===== src/rtl/dual_ad7528_attenuation.sv =====
// Gain stage modelling the two AD7528 multiplying DACs on the CD-i CDIC audio path.
// Define ATT_CROSSMIX_EN to enable the right->left and left->right cross-mix paths.
module dual_ad7528_attenuation (
    input  logic               clk,
    input  logic               reset,
    input  logic               datadac,
    input  logic               clkdac,
    input  logic               csdac1n,
    input  logic               csdac2n,
    input  logic signed [15:0] audio_left_in,
    input  logic signed [15:0] audio_right_in,
    output logic signed [15:0] audio_left_out,
    output logic signed [15:0] audio_right_out
);

    logic       r_clkdac_d;
    logic       r_cs1_d;
    logic       r_cs2_d;

    logic [8:0] r_sr1;
    logic [8:0] r_sr2;
    logic [3:0] r_cnt1;
    logic [3:0] r_cnt2;

    logic [7:0] r_gain_ll;
    logic [7:0] r_gain_rl;
    logic [7:0] r_gain_rr;
    logic [7:0] r_gain_lr;

    logic       w_clk_rise;
    logic       w_cs1_rise;
    logic       w_cs1_fall;
    logic       w_cs2_rise;
    logic       w_cs2_fall;
    logic       w_shift1;
    logic       w_shift2;
    logic [8:0] w_sr1_nxt;
    logic [8:0] w_sr2_nxt;
    logic [3:0] w_cnt1_base;
    logic [3:0] w_cnt2_base;
    logic [3:0] w_cnt1_nxt;
    logic [3:0] w_cnt2_nxt;
    logic       w_commit1;
    logic       w_commit2;

    assign w_clk_rise = clkdac & ~r_clkdac_d;
    assign w_cs1_rise = csdac1n & ~r_cs1_d;
    assign w_cs1_fall = ~csdac1n & r_cs1_d;
    assign w_cs2_rise = csdac2n & ~r_cs2_d;
    assign w_cs2_fall = ~csdac2n & r_cs2_d;

    // A clock edge seen together with the cs rising edge still belongs to the frame.
    assign w_shift1 = w_clk_rise & (~csdac1n | w_cs1_rise);
    assign w_shift2 = w_clk_rise & (~csdac2n | w_cs2_rise);

    always_comb begin
        w_sr1_nxt   = r_sr1;
        w_sr2_nxt   = r_sr2;
        w_cnt1_base = w_cs1_fall ? 4'd0 : r_cnt1;
        w_cnt2_base = w_cs2_fall ? 4'd0 : r_cnt2;
        w_cnt1_nxt  = w_cnt1_base;
        w_cnt2_nxt  = w_cnt2_base;
        if (w_shift1) begin
            w_sr1_nxt = {r_sr1[7:0], datadac};
            if (w_cnt1_base != 4'd15) begin
                w_cnt1_nxt = w_cnt1_base + 4'd1;
            end
        end
        if (w_shift2) begin
            w_sr2_nxt = {r_sr2[7:0], datadac};
            if (w_cnt2_base != 4'd15) begin
                w_cnt2_nxt = w_cnt2_base + 4'd1;
            end
        end
    end

    assign w_commit1 = w_cs1_rise && (w_cnt1_nxt >= 4'd9);
    assign w_commit2 = w_cs2_rise && (w_cnt2_nxt >= 4'd9);

    always_ff @(posedge clk) begin
        if (reset) begin
            r_clkdac_d <= 1'b0;
            r_cs1_d    <= 1'b1;
            r_cs2_d    <= 1'b1;
            r_sr1      <= 9'd0;
            r_sr2      <= 9'd0;
            r_cnt1     <= 4'd0;
            r_cnt2     <= 4'd0;
        end else begin
            r_clkdac_d <= clkdac;
            r_cs1_d    <= csdac1n;
            r_cs2_d    <= csdac2n;
            r_sr1      <= w_sr1_nxt;
            r_sr2      <= w_sr2_nxt;
            r_cnt1     <= w_cs1_rise ? 4'd0 : w_cnt1_nxt;
            r_cnt2     <= w_cs2_rise ? 4'd0 : w_cnt2_nxt;
        end
    end

    // Bit 8 of a frame selects DAC B; chip 1 drives the left output, chip 2 the right.
    always_ff @(posedge clk) begin
        if (reset) begin
            r_gain_ll <= 8'h00;
            r_gain_rl <= 8'h00;
            r_gain_rr <= 8'h00;
            r_gain_lr <= 8'h00;
        end else begin
            if (w_commit1) begin
                if (w_sr1_nxt[8]) begin
                    r_gain_rl <= w_sr1_nxt[7:0];
                end else begin
                    r_gain_ll <= w_sr1_nxt[7:0];
                end
            end
            if (w_commit2) begin
                if (w_sr2_nxt[8]) begin
                    r_gain_lr <= w_sr2_nxt[7:0];
                end else begin
                    r_gain_rr <= w_sr2_nxt[7:0];
                end
            end
        end
    end

    function automatic logic signed [15:0] sat16(input logic signed [25:0] v);
        if (v > 26'sd32767) begin
            return 16'sh7fff;
        end else if (v < -26'sd32768) begin
            return 16'sh8000;
        end else begin
            return v[15:0];
        end
    endfunction

    logic signed [24:0] w_l25;
    logic signed [24:0] w_r25;
    logic signed [24:0] w_g_ll;
    logic signed [24:0] w_g_rr;

    // Products of a 16-bit signed sample and an 8-bit unsigned gain always fit in 25 bits.
    assign w_l25  = {{9{audio_left_in[15]}}, audio_left_in};
    assign w_r25  = {{9{audio_right_in[15]}}, audio_right_in};
    assign w_g_ll = {17'd0, r_gain_ll};
    assign w_g_rr = {17'd0, r_gain_rr};

    logic signed [24:0] r_p_ll;
    logic signed [24:0] r_p_rr;
    logic signed [25:0] w_sum_l;
    logic signed [25:0] w_sum_r;
    logic signed [25:0] w_shr_l;
    logic signed [25:0] w_shr_r;

`ifdef ATT_CROSSMIX_EN
    logic signed [24:0] w_g_rl;
    logic signed [24:0] w_g_lr;
    logic signed [24:0] r_p_rl;
    logic signed [24:0] r_p_lr;

    assign w_g_rl = {17'd0, r_gain_rl};
    assign w_g_lr = {17'd0, r_gain_lr};

    always_ff @(posedge clk) begin
        if (reset) begin
            r_p_rl <= 25'sd0;
            r_p_lr <= 25'sd0;
        end else begin
            r_p_rl <= w_r25 * w_g_rl;
            r_p_lr <= w_l25 * w_g_lr;
        end
    end

    assign w_sum_l = {r_p_ll[24], r_p_ll} + {r_p_rl[24], r_p_rl};
    assign w_sum_r = {r_p_rr[24], r_p_rr} + {r_p_lr[24], r_p_lr};
`else
    // Cross gains are still programmable but do not reach the outputs in this build.
    logic w_unused_cross;
    assign w_unused_cross = ^{r_gain_rl, r_gain_lr};

    assign w_sum_l = {r_p_ll[24], r_p_ll};
    assign w_sum_r = {r_p_rr[24], r_p_rr};
`endif

    assign w_shr_l = w_sum_l >>> 8;
    assign w_shr_r = w_sum_r >>> 8;

    always_ff @(posedge clk) begin
        if (reset) begin
            r_p_ll          <= 25'sd0;
            r_p_rr          <= 25'sd0;
            audio_left_out  <= 16'sd0;
            audio_right_out <= 16'sd0;
        end else begin
            r_p_ll          <= w_l25 * w_g_ll;
            r_p_rr          <= w_r25 * w_g_rr;
            audio_left_out  <= sat16(w_shr_l);
            audio_right_out <= sat16(w_shr_r);
        end
    end

endmodule


===== config.mk =====
export PLATFORM = sky130hd
export DESIGN_NAME = dual_ad7528_attenuation
export DESIGN_NICKNAME = d
export VERILOG_FILES = /design/src/rtl/dual_ad7528_attenuation.sv
export SDC_FILE = /design/constraint.sdc
export NUM_CORES = 1
export LEC_CHECK = 0
export CAP_MARGIN = 30
export CORE_UTILIZATION = 40
export CTS_CLUSTER_SIZE = 28
export DETAILED_ROUTE_END_ITERATION = 16
export PLACE_DENSITY_LB_ADDON = 0.25
export SLEW_MARGIN = 20
export SYNTH_ARGS = -nofsm -noshare
export SYNTH_HDL_FRONTEND = slang
export SYNTH_SLANG_ARGS = --single-unit

===== constraint.sdc =====
create_clock -name clk -period 7.4 [get_ports clk]
set_input_delay 1.48 -clock clk [delete_from_list [all_inputs] [get_ports clk]]
set_output_delay 1.48 -clock clk [all_outputs]
set_load 0.01 [all_outputs]

**Word level (Yosys, flattened, before mapping)**

Cells that the tools add are included.

- Register bits after elaboration: 127
- Output and inout bits: 32
- Logic and storage cells: 63

- Add/subtract/negate cells: 2
- Multiply operators: 2
- $lt $le $gt $ge: 6
- Equality and inequality tests: 2
- Mux-type cells: 12
- Bitwise operators: 16
- Reduce and logical (&&, ||, !) cells: 8

Operator list:

| cell | count |
|---|---|
| $mul A16 B9 Y25 | 2 |
| $gt A17 B16 Y1 const B | 2 |
| $lt A17 B16 Y1 const B | 2 |
| $mux W16 | 2 |
| $mux W15 | 2 |
| $mux W4 | 6 |
| $mux W9 | 2 |
| $add A4 B1 Y4 const B | 2 |
| $ge A4 B4 Y1 const B | 2 |
| $ne A4 B4 Y1 const B | 2 |
| $reduce_or A2 Y1 | 4 |
| $and A1 B1 Y1 | 7 |
| $not A1 Y1 | 7 |
| $reduce_and A2 Y1 | 2 |
| $logic_and A1 B1 Y1 | 2 |
| $or A1 B1 Y1 | 2 |

**Logic depth before layout (Yosys ltp)**

Gate-level depths: netlist of the first run.

- Depth in word-level cells: 9
- Depth in mapped cells: 20
- Depth with buffers taken out: 19

**Worst setup path before layout of the first run**

No wires, ideal clock.

- Kind: input port to flip-flop
- Start point: in audio_left_in[4]
- End point: reg r_p_ll[17]
- Setup time: 0.128 ns
- Arrival: 5.691 ns
- Setup slack: 1.581 ns
- Stages on the path: 16
- Buffers on the path: 0
- Cells stage by stage: and2_1 -> fa_1 -> fa_1 -> fa_1 -> inv_1 -> fa_1 -> inv_1 -> ha_1 -> a21o_1 -> a211o_1 -> a31oi_1 -> o21ai_0 -> and4_1 -> a2111oi_1 -> xnor2_1 -> nor2_1

- Word-level cells in the longest chain between the ends: 1

Ends and longest elaborated chain:

| item | RTL line | text |
|---|---|---|
| start, declared | 10 | `input logic signed [15:0] audio_left_in,` |
| $mul A16 B9 Y25 | 193 | `r_p_ll <= w_l25 * w_g_ll;` |
| end signal, assigned | 193 |  |
| end, declared | 146 | `logic signed [24:0] r_p_ll;` |

Every way passes these cells.
A chain may end at the register's enable or synchronous reset.

**Final worst setup path of the first run**

Same ends and word-level chain as after synthesis.

==> metrics.log, run 1 <==
INFO  metric status = finished with violations
INFO  metric violated_checks = design-rule violations
INFO  metric count_of_cell_types_in_the_netlist = 62
INFO  metric wirelength = 25600 um
INFO  metric drt_iter0_markers = 434
INFO  metric yosys-mux-area-fraction = 1.11%
INFO  metric max-clock-path-buffers = 2
INFO  metric grt_start_max_net_pins = 59
INFO  metric routability_congestion = 0.855
INFO  metric global_route.overflow_total = 0
INFO  metric post_synth_and_or_nand_nor_area_fraction = 20.4%
INFO  metric ys_async_sr_fraction = 0%
INFO  metric power_consumption = 1170 uW
INFO  metric final_cell_mix = 285 x sky130_fd_sc_hd__inv_1, 207 x sky130_fd_sc_hd__nand2_1, 202 x sky130_fd_sc_hd__fa_1
INFO  metric cellLeakagePower = 0.00699 uW
INFO  metric multi_input_comb_area = 9150 sq um
INFO  metric synth-seq-area-share = 17.6%
INFO  metric yosys.area_share.xor_xnor = 2.43%
INFO  metric post-route-drc-count = 7
INFO  metric timing.setup.tns = 0 ns
INFO  metric die_w = 180 um
INFO  metric die_height = 180 um
INFO  metric clkTransAtPathRegs = 0.08 ns
INFO  metric filler_instances = 3063
INFO  metric synth.ff_latch_count = 111
INFO  metric hpwlAfterDp = 21000 um
INFO  metric power-per-cell-area = 83.5 nW/um^2
INFO  metric cell_area_after_synthesis = 12600 sq um
INFO  metric worst_setup_path_start_kind = primary input
INFO  metric crit_family = adder cells
INFO  metric timing.final.crit_share = 86.3%
INFO  metric cp.required = 7.62 ns
INFO  metric timing.critical_path.to_type = flip-flop
INFO  metric synth_compound_gate_area_share = 7.21%
INFO  metric tritoncts_sinks = 111
INFO  metric critPathKind = primary input to flip-flop
INFO  metric timing.critical_path.cells = clkdlybuf4s50_1, and2_1, fa_1, fa_1, fa_1, inv_1, fa_1, inv_1, ha_1, a21o_1, a211o_1, a31oi_1, o21ai_0, and4_1, a2111oi_1, xnor2_1, nor2_1
INFO  metric via_per_inst = 4.78
INFO  metric synth_top_family_by_area = adder cells
INFO  metric syn-num-nets = 1799
INFO  metric global_route_wire_length_before_repair = 45900 um
INFO  metric first_global_vias = 9517
INFO  metric worstPathArrival = 6.61 ns
INFO  metric ys.flop_type = sky130_fd_sc_hd__dfxtp_1
INFO  metric layout-drive-gt1-share = 2.92%
INFO  metric endpoint_of_the_most_critical_register_to_register_path = r_p_ll[17]$_SDFF_PP0_
INFO  metric path_common_cell = sky130_fd_sc_hd__fa_1
INFO  metric finalClockSkew = 0.0166 ns
INFO  metric grt_setup_unrepaired = false
INFO  metric hold_start = r_p_ll[20]$_SDFF_PP0_
INFO  metric achievable-frequency = 157 MHz
INFO  metric finalNetCount = 1837
INFO  metric grt_use_total = 17.1%
INFO  metric ff2ff_setup_slack = 1.93 ns
INFO  metric design.portCount = 70
INFO  metric yosys_warnings = 0
INFO  metric number_of_antenna_violations_at_the_first_check_in_global_routing = 0
INFO  metric max_slew_headroom_at_the_worst_pin = 48.6%
INFO  metric whs_endpoint = audio_left_out[12]$_SDFF_PP0_
INFO  metric clk-insertion-delay-late = 0.36 ns
INFO  metric hold-path-cell-count = 2
INFO  metric crit_path_start = audio_left_in[4]
INFO  metric holdCritPathClass = flip-flop to flip-flop
INFO  metric power.ir.vdd_worst = 0.107 mV
INFO  metric drv.max_cap_violation_count = 0
INFO  metric numCtsBuffers = 9
INFO  metric post_synth_inst_count = 1465
INFO  metric first_pass_iters = 11
INFO  metric syn_area_per_cell = 8.61 sq um
INFO  metric rows = 64
INFO  metric placeableCoreArea = 30800 sq um
INFO  metric post_route_antenna_net_violation_count = 0
INFO  metric detailroute.via_count = 9096
INFO  metric layout_commonest_cell = sky130_fd_sc_hd__inv_1
INFO  metric root_buffer = sky130_fd_sc_hd__clkbuf_16
INFO  metric synth-edff-count = 0
INFO  metric worstPathMaxFanout = 8
INFO  metric ctsResizeCount = 0
INFO  metric synthesized_area_fraction_occupied_by_adder_cells = 41.4%
INFO  metric reg2regPathDepth = 17
INFO  metric cp_num_buf_inv = 3
INFO  metric die_area = 32300 sq um
INFO  metric routed_wire_length_per_instance = 13.5 um
INFO  metric start_util = 40.9%
INFO  metric sequential_cell_area = 2220 sq um
INFO  metric cts.htree.levels = 3
INFO  metric placement.io_buffers = 69
INFO  metric worst_slew_pin_slew = 0.771 ns
INFO  metric areaGrowthSynthToFinish = 10.8%
INFO  metric slowest_stage = sky130_fd_sc_hd__fa_1
INFO  metric worst_reg2reg_startpoint = r_gain_ll[2]$_SDFFE_PP0P_
INFO  metric antenna_cells_inserted = 0
INFO  metric period_minus_slack = 6.39 ns
INFO  metric slew_violations = 0
INFO  metric finalSetupViolCount = 0
INFO  metric timing.final.hold_violations = 0
INFO  metric tritoncts = done
INFO  metric hold_buffers = 0
INFO  metric critical-path-max-stage-delay = 0.56 ns
INFO  metric post-cts-setup-buffers = 0
-- worst register-to-register path, cell delays in order, from the launching register on --
cell	delay [ns]
sky130_fd_sc_hd__dfxtp_1	0.75
sky130_fd_sc_hd__nand2_1	0.18
sky130_fd_sc_hd__fa_1	0.57
sky130_fd_sc_hd__inv_1	0.05
sky130_fd_sc_hd__fa_1	0.47
sky130_fd_sc_hd__fa_1	0.49
sky130_fd_sc_hd__inv_1	0.05
sky130_fd_sc_hd__fa_1	0.53
sky130_fd_sc_hd__inv_1	0.04
sky130_fd_sc_hd__ha_1	0.33
sky130_fd_sc_hd__a21o_1	0.21
sky130_fd_sc_hd__a211o_1	0.29
sky130_fd_sc_hd__a31oi_1	0.22
sky130_fd_sc_hd__o21ai_0	0.22
sky130_fd_sc_hd__and4_1	0.25
sky130_fd_sc_hd__a2111oi_1	0.45
sky130_fd_sc_hd__xnor2_1	0.17
sky130_fd_sc_hd__nor2_1	0.05
-- worst max-delay path by stage --
stage	end	cells past startpoint
after floorplan	r_p_ll[17]$_SDFF_PP0_	16
after global placement	r_p_ll[17]$_SDFF_PP0_	17
after detailed placement	r_p_ll[17]$_SDFF_PP0_	17
after CTS	r_p_ll[17]$_SDFF_PP0_	17
after global routing	r_p_rr[23]$_SDFF_PP0_	18
final	r_p_ll[17]$_SDFF_PP0_	17
-- flip-flops by register name, indices dropped and copies added (netlist names), 8 cells and up --
signal	flops
audio_left_out	16
audio_right_out	16
r_gain_ll	8
r_gain_rr	8
r_p_ll	17
r_p_rr	17
r_sr1	9
r_sr2	9
-- Yosys cell counts, types with 2 or more instances --
cell type / n / area (sq um)
sky130_fd_sc_hd__a41oi_1: 2 / 17.5
sky130_fd_sc_hd__nor3_1: 10 / 50.1
sky130_fd_sc_hd__o211ai_1: 2 / 15.0
sky130_fd_sc_hd__or3_1: 2 / 12.5
sky130_fd_sc_hd__nor4_1: 2 / 12.5
sky130_fd_sc_hd__mux2i_1: 14 / 140
sky130_fd_sc_hd__o22ai_1: 4 / 25.0
sky130_fd_sc_hd__nand2b_1: 8 / 50.1
sky130_fd_sc_hd__ha_1: 94 / 1180
sky130_fd_sc_hd__clkbuf_1: 42 / 158
sky130_fd_sc_hd__a21o_1: 10 / 75.1
sky130_fd_sc_hd__nor2b_1: 16 / 100
sky130_fd_sc_hd__and2_1: 132 / 826
sky130_fd_sc_hd__nor3b_1: 3 / 22.5
sky130_fd_sc_hd__nand4_1: 3 / 18.8
sky130_fd_sc_hd__nand4b_1: 2 / 17.5
sky130_fd_sc_hd__o21bai_1: 2 / 15.0
sky130_fd_sc_hd__and4_1: 2 / 17.5
sky130_fd_sc_hd__nor2_1: 105 / 394
sky130_fd_sc_hd__a31oi_1: 5 / 31.3
sky130_fd_sc_hd__fa_1: 202 / 4040
sky130_fd_sc_hd__and3_1: 2 / 12.5
sky130_fd_sc_hd__nand3_1: 15 / 75.1
sky130_fd_sc_hd__or2_2: 5 / 31.3
sky130_fd_sc_hd__inv_1: 285 / 1070
sky130_fd_sc_hd__xor2_1: 14 / 123
sky130_fd_sc_hd__a22oi_1: 2 / 15.0
sky130_fd_sc_hd__and2_2: 5 / 37.5
sky130_fd_sc_hd__nand2_1: 207 / 777
sky130_fd_sc_hd__dfxtp_1: 111 / 2220
sky130_fd_sc_hd__a21oi_1: 70 / 350
sky130_fd_sc_hd__a211oi_1: 4 / 30.0
sky130_fd_sc_hd__xnor2_1: 21 / 184
sky130_fd_sc_hd__buf_1: 3 / 11.3
sky130_fd_sc_hd__o21ai_0: 32 / 160
-- cell families after synthesis --
| kind of cell | Yosys count |
|---|---|
| xor+xnor | 35 |
| fa+ha+maj | 296 |
| buf+inv | 332 |
| mux | 14 |
| simple gates | 529 |
| flops | 111 |
| compound gates | 148 |
-- final cells by class --
| class | count | area share [%] |
|---|---|---|
| multi-input cells | 1022 | 65.4 |
| flip-flops and latches | 111 | 15.9 |
| inverters | 285 | 7.65 |
| repair buffers | 74 | 5.24 |
| well taps | 396 | 3.54 |
| clock buffers | 9 | 1.61 |
| clock inverters | 7 | 0.635 |
-- stage by stage --
step	cells	hold WS (ns)	util [%]	instance area, sq um	setup WS, ns
2_1_floorplan	1465	0.442	-	12600	1.58
3_3_place_gp	1887	0.447	44.3	13700	0.749
3_5_place_dp	1887	0.449	44.3	13700	0.647
4_1_cts	1903	0.461	45.3	14000	1.02
5_1_grt	1904	0.473	45.4	14000	0.723
6_report	1904	0.454	45.4	14000	1.01
-- routing by layer --
layer	GRT usage (%)	share of wire (%)
met5	0	0
met4	3.21	0.99
met3	2.45	3.6
met2	28.7	47
met1	23.7	49
-- power by group --
part | total [uW] | internal [uW] | leakage (uW) | switching, uW
Combinational | 67.2 | 24.2 | 0.00594 | 43.0
Clock | 499 | 246 | 0.000153 | 253
Sequential | 602 | 599 | 0.000895 | 2.35
Total | 1170 | 870 | 0.00699 | 299
No activity file was read; power rests on OpenSTA's default activity.
==> run 2: changes to the inputs <==
--- a/config.mk
+++ b/config.mk
@@ -6,7 +6,7 @@
 export NUM_CORES = 1
 export LEC_CHECK = 0
 export CAP_MARGIN = 30
-export CORE_UTILIZATION = 40
+export CORE_UTILIZATION = 55
 export CTS_CLUSTER_SIZE = 28
 export DETAILED_ROUTE_END_ITERATION = 16
 export PLACE_DENSITY_LB_ADDON = 0.25
==> metrics.log, run 2 (synthesis gave the netlist of run 1 again) <==
INFO  metric status = completed
INFO  metric post-route-drc-count = 0 (-7)
INFO  metric design.portCount = 70 (unchanged)
INFO  metric final_cell_mix = 285 x sky130_fd_sc_hd__inv_1, 207 x sky130_fd_sc_hd__nand2_1, 202 x sky130_fd_sc_hd__fa_1
INFO  metric holdCritPathClass = flip-flop to flip-flop
INFO  metric max-clock-path-buffers = 2 (unchanged)
INFO  metric numPlacedInstances = 1776 (-5.9%)
INFO  metric worstPathArrival = 6.67 ns (+0.06 ns)
INFO  metric worst_slew_pin_slew = 0.792 ns (+0.0208 ns)
INFO  metric power-per-cell-area = 83.7 nW/um^2 (+0.20%)
INFO  metric rows = 55 (-14%)
INFO  metric slew_violations = 0 (unchanged)
INFO  metric worst_setup_path_start_kind = primary input
INFO  metric period_minus_slack = 6.37 ns (-0.0121 ns)
INFO  metric layout-drive-gt1-share = 2.85% (-0.066 points)
INFO  metric grt_setup_unrepaired = false
INFO  metric global_route.overflow_total = 0 (unchanged)
INFO  metric timing.critical_path.to_type = flip-flop
INFO  metric swShare = 25.2% (-0.38 points)
INFO  metric final_hold_slack = 0.467 ns (+0.0134 ns)
INFO  metric cp.required = 7.70 ns (+0.08 ns)
INFO  metric power.internal = 866 uW (-0.38%)
INFO  metric achievable-frequency = 157 MHz (+0.19%)
INFO  metric critPathKind = primary input to flip-flop
INFO  metric reg.largest.list = r_p_ll x17, r_p_rr x17
INFO  metric post_route_antenna_net_violation_count = 0 (unchanged)
INFO  metric first_global_vias = 9510 (-0.074%)
INFO  metric power.ir.vdd_worst = 0.0913 mV (-15%)
INFO  metric switchingPower = 291 uW (-2.4%)
INFO  metric max_slew_headroom_at_the_worst_pin = 47.2% (-1.4 points)
INFO  metric cellLeakagePower = 0.00699 uW (-0.11%)
INFO  metric root_buffer = sky130_fd_sc_hd__clkbuf_16
INFO  metric tritoncts = done
INFO  metric first_pass_iters = 4 (-7)
INFO  metric cts.htree.levels = 3 (unchanged)
INFO  metric finalClockSkew = 0.0144 ns (-0.00219 ns)
INFO  metric start_util = 55.9% (+15 points)
INFO  metric antenna_cells_inserted = 0 (unchanged)
INFO  metric finalSetupViolCount = 0 (unchanged)
INFO  metric filler_instances = 1958 (-36%)
INFO  metric global_route_wire_length_before_repair = 44000 um (-4.2%)
INFO  metric die_area = 23600 sq um (-27%)
INFO  metric hold_buffers = 0 (unchanged)
INFO  metric post-cts-setup-buffers = 0 (unchanged)
INFO  metric clkTransAtPathRegs = 0.08 ns (about the same)
INFO  metric post_layout_nonfiller_instances = 1793 (-5.8%)
INFO  metric routed_wire_length_per_instance = 13.7 um (+1.7%)
INFO  metric pwr-share-comb = 5.8% (about the same)
INFO  metric clk-insertion-delay-late = 0.36 ns (about the same)
INFO  metric detailroute.via_count = 9136 (+0.44%)
INFO  metric number_of_antenna_violations_at_the_first_check_in_global_routing = 0 (unchanged)
INFO  metric areaGrowthSynthToFinish = 9.62%
INFO  metric drt_iter0_markers = 399 (-8.1%)
INFO  metric finalNetCount = 1837 (unchanged)
INFO  metric wirelength = 24600 um (-4.2%)
INFO  metric sequential_cell_area = 2220 sq um (unchanged)
INFO  metric die_w = 153 um (-15%)
INFO  metric hpwlAfterDp = 19900 um (-5.6%)
INFO  metric multi_input_comb_area = 9150 sq um (about the same)
INFO  metric timing.final.hold_violations = 0 (unchanged)
INFO  metric pwr-share-seq = 51.9% (+0.4 points)
INFO  metric die_height = 153 um (-15%)
INFO  metric drv.max_cap_violation_count = 0 (unchanged)
INFO  metric tritoncts_sinks = 111 (unchanged)
INFO  metric placeableCoreArea = 22600 sq um (-27%)
INFO  metric timing.final.crit_share = 86.1% (-0.16 points)
INFO  metric grt_start_max_net_pins = 69 (+17%)
INFO  metric ctsResizeCount = 0 (unchanged)
INFO  metric timing.setup.tns = 0 ns (unchanged)
INFO  metric routability_congestion = 0.885 (+3.5%)
INFO  metric layout_commonest_cell = sky130_fd_sc_hd__inv_1
INFO  metric numCtsBuffers = 9 (unchanged)
INFO  metric worstPathMaxFanout = 8 (unchanged)
INFO  metric placement.io_buffers = 69 (unchanged)
INFO  metric via_per_inst = 5.10 (+6.7%)
INFO  metric clkPwrFrac = 42.2% (-0.6 points)
INFO  metric grt_use_total = 22.7% (+5.6 points)
-- run 2: power by group through the flow --
stage               clock, uW  sequential, uW  combinational [uW]
floorplan                   0             615                24.4
global placement            0             615                66.1
detailed placement          0             616                67.3
CTS                       496             601                67.6
global route              522             602                74.0
finish                    489             602                67.3
-- run 2: stage by stage --
step | util [%] | setup slack (ns) | power, uW | area, sq um
finish | 61.3 | 1.03 | 1160 | 13800
global route | 61.3 | 0.756 | 1200 | 13800
CTS | 61.2 | 1.04 | 1170 | 13800
detailed placement | 59.9 | 0.673 | 683 | 13500
global placement | 59.9 | 0.772 | 682 | 13500
floorplan | - | 1.58 | 639 | 12600
-- run 2: area by class of cell --
class / instances / share of cell area (%)
clock inverter: 7 / 0.579
multi-input combinational: 1022 / 66.1
clock buffer: 9 / 1.63
tap: 285 / 2.58
inverter: 285 / 7.73
timing repair buffer: 74 / 5.30
sequential: 111 / 16.1
-- run 2: final timing paths --
kind                                   from  slack [ns]  cells after the start                             to
hold reg to reg       r_p_ll[20]$_SDFF_PP0_        0.47                      2  audio_left_out[12]$_SDFF_PP0_
setup reg to reg  r_gain_rr[1]$_SDFFE_PP0P_        1.95                     17          r_p_rr[23]$_SDFF_PP0_
hold / removal        r_p_ll[20]$_SDFF_PP0_        0.47                      2  audio_left_out[12]$_SDFF_PP0_
setup / recovery          audio_right_in[8]        1.03                     18          r_p_rr[23]$_SDFF_PP0_
-- run 2: worst max-delay path, cell delays in order --
cell	delay, ns
sky130_fd_sc_hd__clkdlybuf4s50_1	0.62
sky130_fd_sc_hd__nand2_1	0.13
sky130_fd_sc_hd__fa_1	0.58
sky130_fd_sc_hd__inv_1	0.05
sky130_fd_sc_hd__fa_1	0.48
sky130_fd_sc_hd__fa_1	0.55
sky130_fd_sc_hd__inv_1	0.05
sky130_fd_sc_hd__fa_1	0.47
sky130_fd_sc_hd__inv_1	0.04
sky130_fd_sc_hd__ha_1	0.35
sky130_fd_sc_hd__nand2_1	0.13
sky130_fd_sc_hd__nor4_4	0.32
sky130_fd_sc_hd__nor3_2	0.12
sky130_fd_sc_hd__and3_4	0.22
sky130_fd_sc_hd__o31ai_4	0.34
sky130_fd_sc_hd__a211oi_2	0.14
sky130_fd_sc_hd__or4b_1	0.49
sky130_fd_sc_hd__nand3_1	0.08
-- run 2: metal layers --
metal	vias to the layer above	GRT usage (%)	routed length, um
li1	4537	-	-
met1	4440	30.4	11300
met2	141	39.6	12000
met3	18	2.75	894
met4	0	5.05	292
met5	-	0	0
==> run 3: changes to the inputs <==
--- a/config.mk
+++ b/config.mk
@@ -5,9 +5,10 @@
 export SDC_FILE = /design/constraint.sdc
 export NUM_CORES = 1
 export LEC_CHECK = 0
+export ABC_AREA = 1
 export CAP_MARGIN = 30
 export CORE_UTILIZATION = 55
-export CTS_CLUSTER_SIZE = 28
+export CTS_CLUSTER_SIZE = 8
 export DETAILED_ROUTE_END_ITERATION = 16
 export PLACE_DENSITY_LB_ADDON = 0.25
 export SLEW_MARGIN = 20
==> metrics.log, run 3 <==
INFO  metric post-synth-top-area-cell = sky130_fd_sc_hd__fa_1
INFO  metric first_pass_iters = 7 (+3)
INFO  metric drt_iter0_markers = 622 (+56%)
INFO  metric clk-insertion-delay-late = 0.35 ns (about the same)
INFO  metric wirelength = 28100 um (+15%)
INFO  metric worstPathArrival = 6.23 ns (-0.44 ns)
INFO  metric timing.critical_path.cells = clkdlybuf4s50_1, nand2_1, fa_1, inv_1, fa_1, inv_1, fa_1, fa_1, inv_1, ha_1, nand2_1, nor4_1, nand4_1, nand3_1, nand2_1, nand2_1, nor2_1
INFO  metric cell_area_after_synthesis = 13500 sq um (+6.7%)
INFO  metric post-route-drc-count = 0 (unchanged)
INFO  metric worst_setup_path_start_kind = primary input
INFO  metric syn-num-nets = 2175 (+21%)
INFO  metric timing.final.hold_violations = 0 (unchanged)
INFO  metric detailroute.via_count = 10700 (+18%)
INFO  metric global_route_wire_length_before_repair = 49600 um (+13%)
INFO  metric max-clock-path-buffers = 2 (unchanged)
INFO  metric holdCritPathClass = flip-flop to flip-flop
INFO  metric global_route.overflow_total = 0 (unchanged)
INFO  metric tritoncts_sinks = 111 (unchanged)
INFO  metric power.ir.vdd_worst = 0.117 mV (+28%)
INFO  metric post_route_antenna_net_violation_count = 0 (unchanged)
INFO  metric power-per-cell-area = 91.5 nW/um^2 (+9.3%)
INFO  metric finalSetupViolCount = 0 (unchanged)
INFO  metric ys.flop_type = sky130_fd_sc_hd__dfxtp_1
INFO  metric design.portCount = 70 (unchanged)
INFO  metric worst_slack = 1.42 ns (+0.392 ns)
INFO  metric post_synth_inst_count = 1841 (+26%)
INFO  metric layout_commonest_cell = sky130_fd_sc_hd__inv_1
INFO  metric worst_slew_pin_slew = 0.741 ns (-0.0508 ns)
INFO  metric grt_start_max_net_pins = 46 (-33%)
INFO  metric synth-seq-area-share = 16.5% (-1.1 points)
INFO  metric pre_cts_slack = 1.12 ns (+0.450 ns)
INFO  metric syn_area_per_cell = 7.31 sq um (-15%)
INFO  metric grt_use_total = 24.7% (+1.9 points)
INFO  metric number_of_antenna_violations_at_the_first_check_in_global_routing = 0 (unchanged)
INFO  metric slew_violations = 0 (unchanged)
INFO  metric post-cts-setup-buffers = 0 (unchanged)
INFO  metric synth.ff_latch_count = 111 (unchanged)
INFO  metric synthTopCellsByArea = sky130_fd_sc_hd__fa_1 30%, sky130_fd_sc_hd__dfxtp_1 17%, sky130_fd_sc_hd__inv_1 13%
INFO  metric finalClockSkew = 0.00744 ns (-0.00695 ns)
INFO  metric routed_wire_length_per_instance = 13.0 um (-5.2%)
INFO  metric grt_setup_unrepaired = false
INFO  metric drv.max_cap_violation_count = 0 (unchanged)
INFO  metric synth.top_cell.area_share = 30.0% (-2.0 points)
INFO  metric die_w = 158 um (+3.3%)
INFO  metric first_global_vias = 10800 (+14%)
INFO  metric ys_async_sr_fraction = 0% (unchanged)
INFO  metric placeableCoreArea = 23800 sq um (+5.2%)
INFO  metric period_minus_slack = 5.98 ns (-0.392 ns)
INFO  metric timing.setup.tns = 0 ns (unchanged)
INFO  metric hold_buffers = 0 (unchanged)
INFO  metric yosys.area_share.xor_xnor = 0.650% (-1.8 points)
INFO  metric rows = 56 (+1.8%)
INFO  metric synth_top_family_by_area = adder cells
INFO  metric worstPathMaxFanout = 8 (unchanged)
INFO  metric achievable-frequency = 167 MHz (+6.6%)
INFO  metric synth_most_common_cell = sky130_fd_sc_hd__inv_1
INFO  metric critPathKind = primary input to flip-flop
INFO  metric via_per_inst = 4.96 (-2.7%)
INFO  metric reg.largest.list = r_p_ll x17, r_p_rr x17
INFO  metric finalNetCount = 2176 (+18%)
INFO  metric final_cell_mix = 474 x sky130_fd_sc_hd__inv_1, 425 x sky130_fd_sc_hd__nand2_1, 202 x sky130_fd_sc_hd__fa_1
INFO  metric tritoncts = done
INFO  metric die_area = 25100 sq um (+6.6%)
INFO  metric clkTransAtPathRegs = 0.08 ns (about the same)
INFO  metric critical-path-max-stage-delay = 0.69 ns (+0.07 ns)
INFO  metric status = completed
INFO  metric yosys-mux-area-fraction = 0.223% (-0.89 points)
INFO  metric yosys_warnings = 0 (unchanged)
INFO  metric hpwlAfterDp = 23500 um (+18%)
INFO  metric post_synth_and_or_nand_nor_area_fraction = 20.0% (-0.38 points)
INFO  metric antenna_cells_inserted = 0 (unchanged)
INFO  metric synth_compound_gate_area_share = 7.81% (+0.61 points)
INFO  metric synthesized_area_fraction_occupied_by_adder_cells = 38.8% (-2.6 points)
INFO  metric slowest_stage = sky130_fd_sc_hd__fa_1
INFO  metric timing.critical_path.to_type = flip-flop
INFO  metric layout-drive-gt1-share = 2.27% (-0.58 points)
INFO  metric placement.io_buffers = 69 (unchanged)
INFO  metric max_slew_headroom_at_the_worst_pin = 50.5% (+3.3 points)
INFO  metric netlist_top_cells_count = 474 x sky130_fd_sc_hd__inv_1, 425 x sky130_fd_sc_hd__nand2_1, 202 x sky130_fd_sc_hd__fa_1
INFO  metric synth-edff-count = 0 (unchanged)
INFO  metric count_of_cell_types_in_the_netlist = 41 (-34%)
INFO  metric cellLeakagePower = 0.00839 uW (+20%)
INFO  metric die_height = 158 um (+3.3%)
INFO  metric start_util = 56.7% (+0.79 points)
INFO  metric ctsResizeCount = 0 (unchanged)
INFO  metric numCtsBuffers = 9 (unchanged)
INFO  metric areaGrowthSynthToFinish = 7.80%
INFO  metric cts.htree.levels = 3 (unchanged)
INFO  metric cp.required = 7.65 ns (-0.05 ns)
INFO  metric routability_congestion = 0.926 (+4.6%)
INFO  metric root_buffer = sky130_fd_sc_hd__clkbuf_16
INFO  metric timing.final.crit_share = 80.8% (-5.3 points)
-- run 3: changes by cell type after synthesis, sizes merged, moves of 11 or more --
cell    delta
clkbuf    +31
inv      +191
nor2      +55
a21oi     +39
and2     -137
xnor2     -13
nor2b     -15
nand2    +222
o21ai     +28
xor2      -12
mux2i     -11
nand3     +39
-- run 3: per-stage QoR --
| step | utilization [%] | std cells | hold WS, ns | power, uW | instance area, sq um |
|---|---|---|---|---|---|
| floorplan | - | 1841 | 0.413 | 797 | 13500 |
| global placement | 59.8 | 2148 | 0.425 | 859 | 14200 |
| detailed placement | 59.8 | 2148 | 0.425 | 865 | 14200 |
| CTS | 61.1 | 2164 | 0.440 | 1340 | 14500 |
| global route | 61.1 | 2166 | 0.470 | 1400 | 14500 |
| finish | 61.1 | 2166 | 0.440 | 1330 | 14500 |
-- run 3: cell families after synthesis --
family / Yosys count
xor+xnor: 10
flops: 111
fa+ha+maj: 296
buf+inv: 561
simple gates: 668
compound gates: 192
mux: 3
-- run 3: cell type report --
| type | instances | area, sq um |
|---|---|---|
| fill | 2193 | 9240 |
| inverter | 478 | 1790 |
| multi-input combinational | 1169 | 9080 |
| sequential | 111 | 2220 |
| tap | 319 | 399 |
| timing repair buffer | 73 | 721 |
| clock buffer | 9 | 225 |
| clock inverter | 7 | 76.3 |
-- run 3: worst paths after layout --
kind	start	end	slack (ns)	depth (start not counted)
max	audio_right_in[15]	r_p_rr[21]$_SDFF_PP0_	1.42	17
min	r_p_rr[9]$_SDFF_PP0_	audio_right_out[1]$_SDFF_PP0_	0.44	2
max reg2reg	r_gain_rr[0]$_SDFFE_PP0P_	r_p_rr[21]$_SDFF_PP0_	2.37	16
min reg2reg	r_p_rr[9]$_SDFF_PP0_	audio_right_out[1]$_SDFF_PP0_	0.44	2
-- run 3: layer usage --
layer  wire, um  track usage (%)  share of wire, %
met1      13000             32.7                46
met2      13500             43.4                48
met3       1270             2.64               4.5
met4        313             5.31               1.1
met5          0                0                 0
-- run 3: worst max-delay path: cells and delay by family --
kind	cells	cell delay, ns
and+or+nand+nor	8	1.34
buffers and inverters	4	0.87
adders and majority gates	5	2.55
-- run 3: report_power, final --
part	switching, uW	internal, uW
logic	134	83.6
clock network	237	239
registers	15.5	618
total	387	941
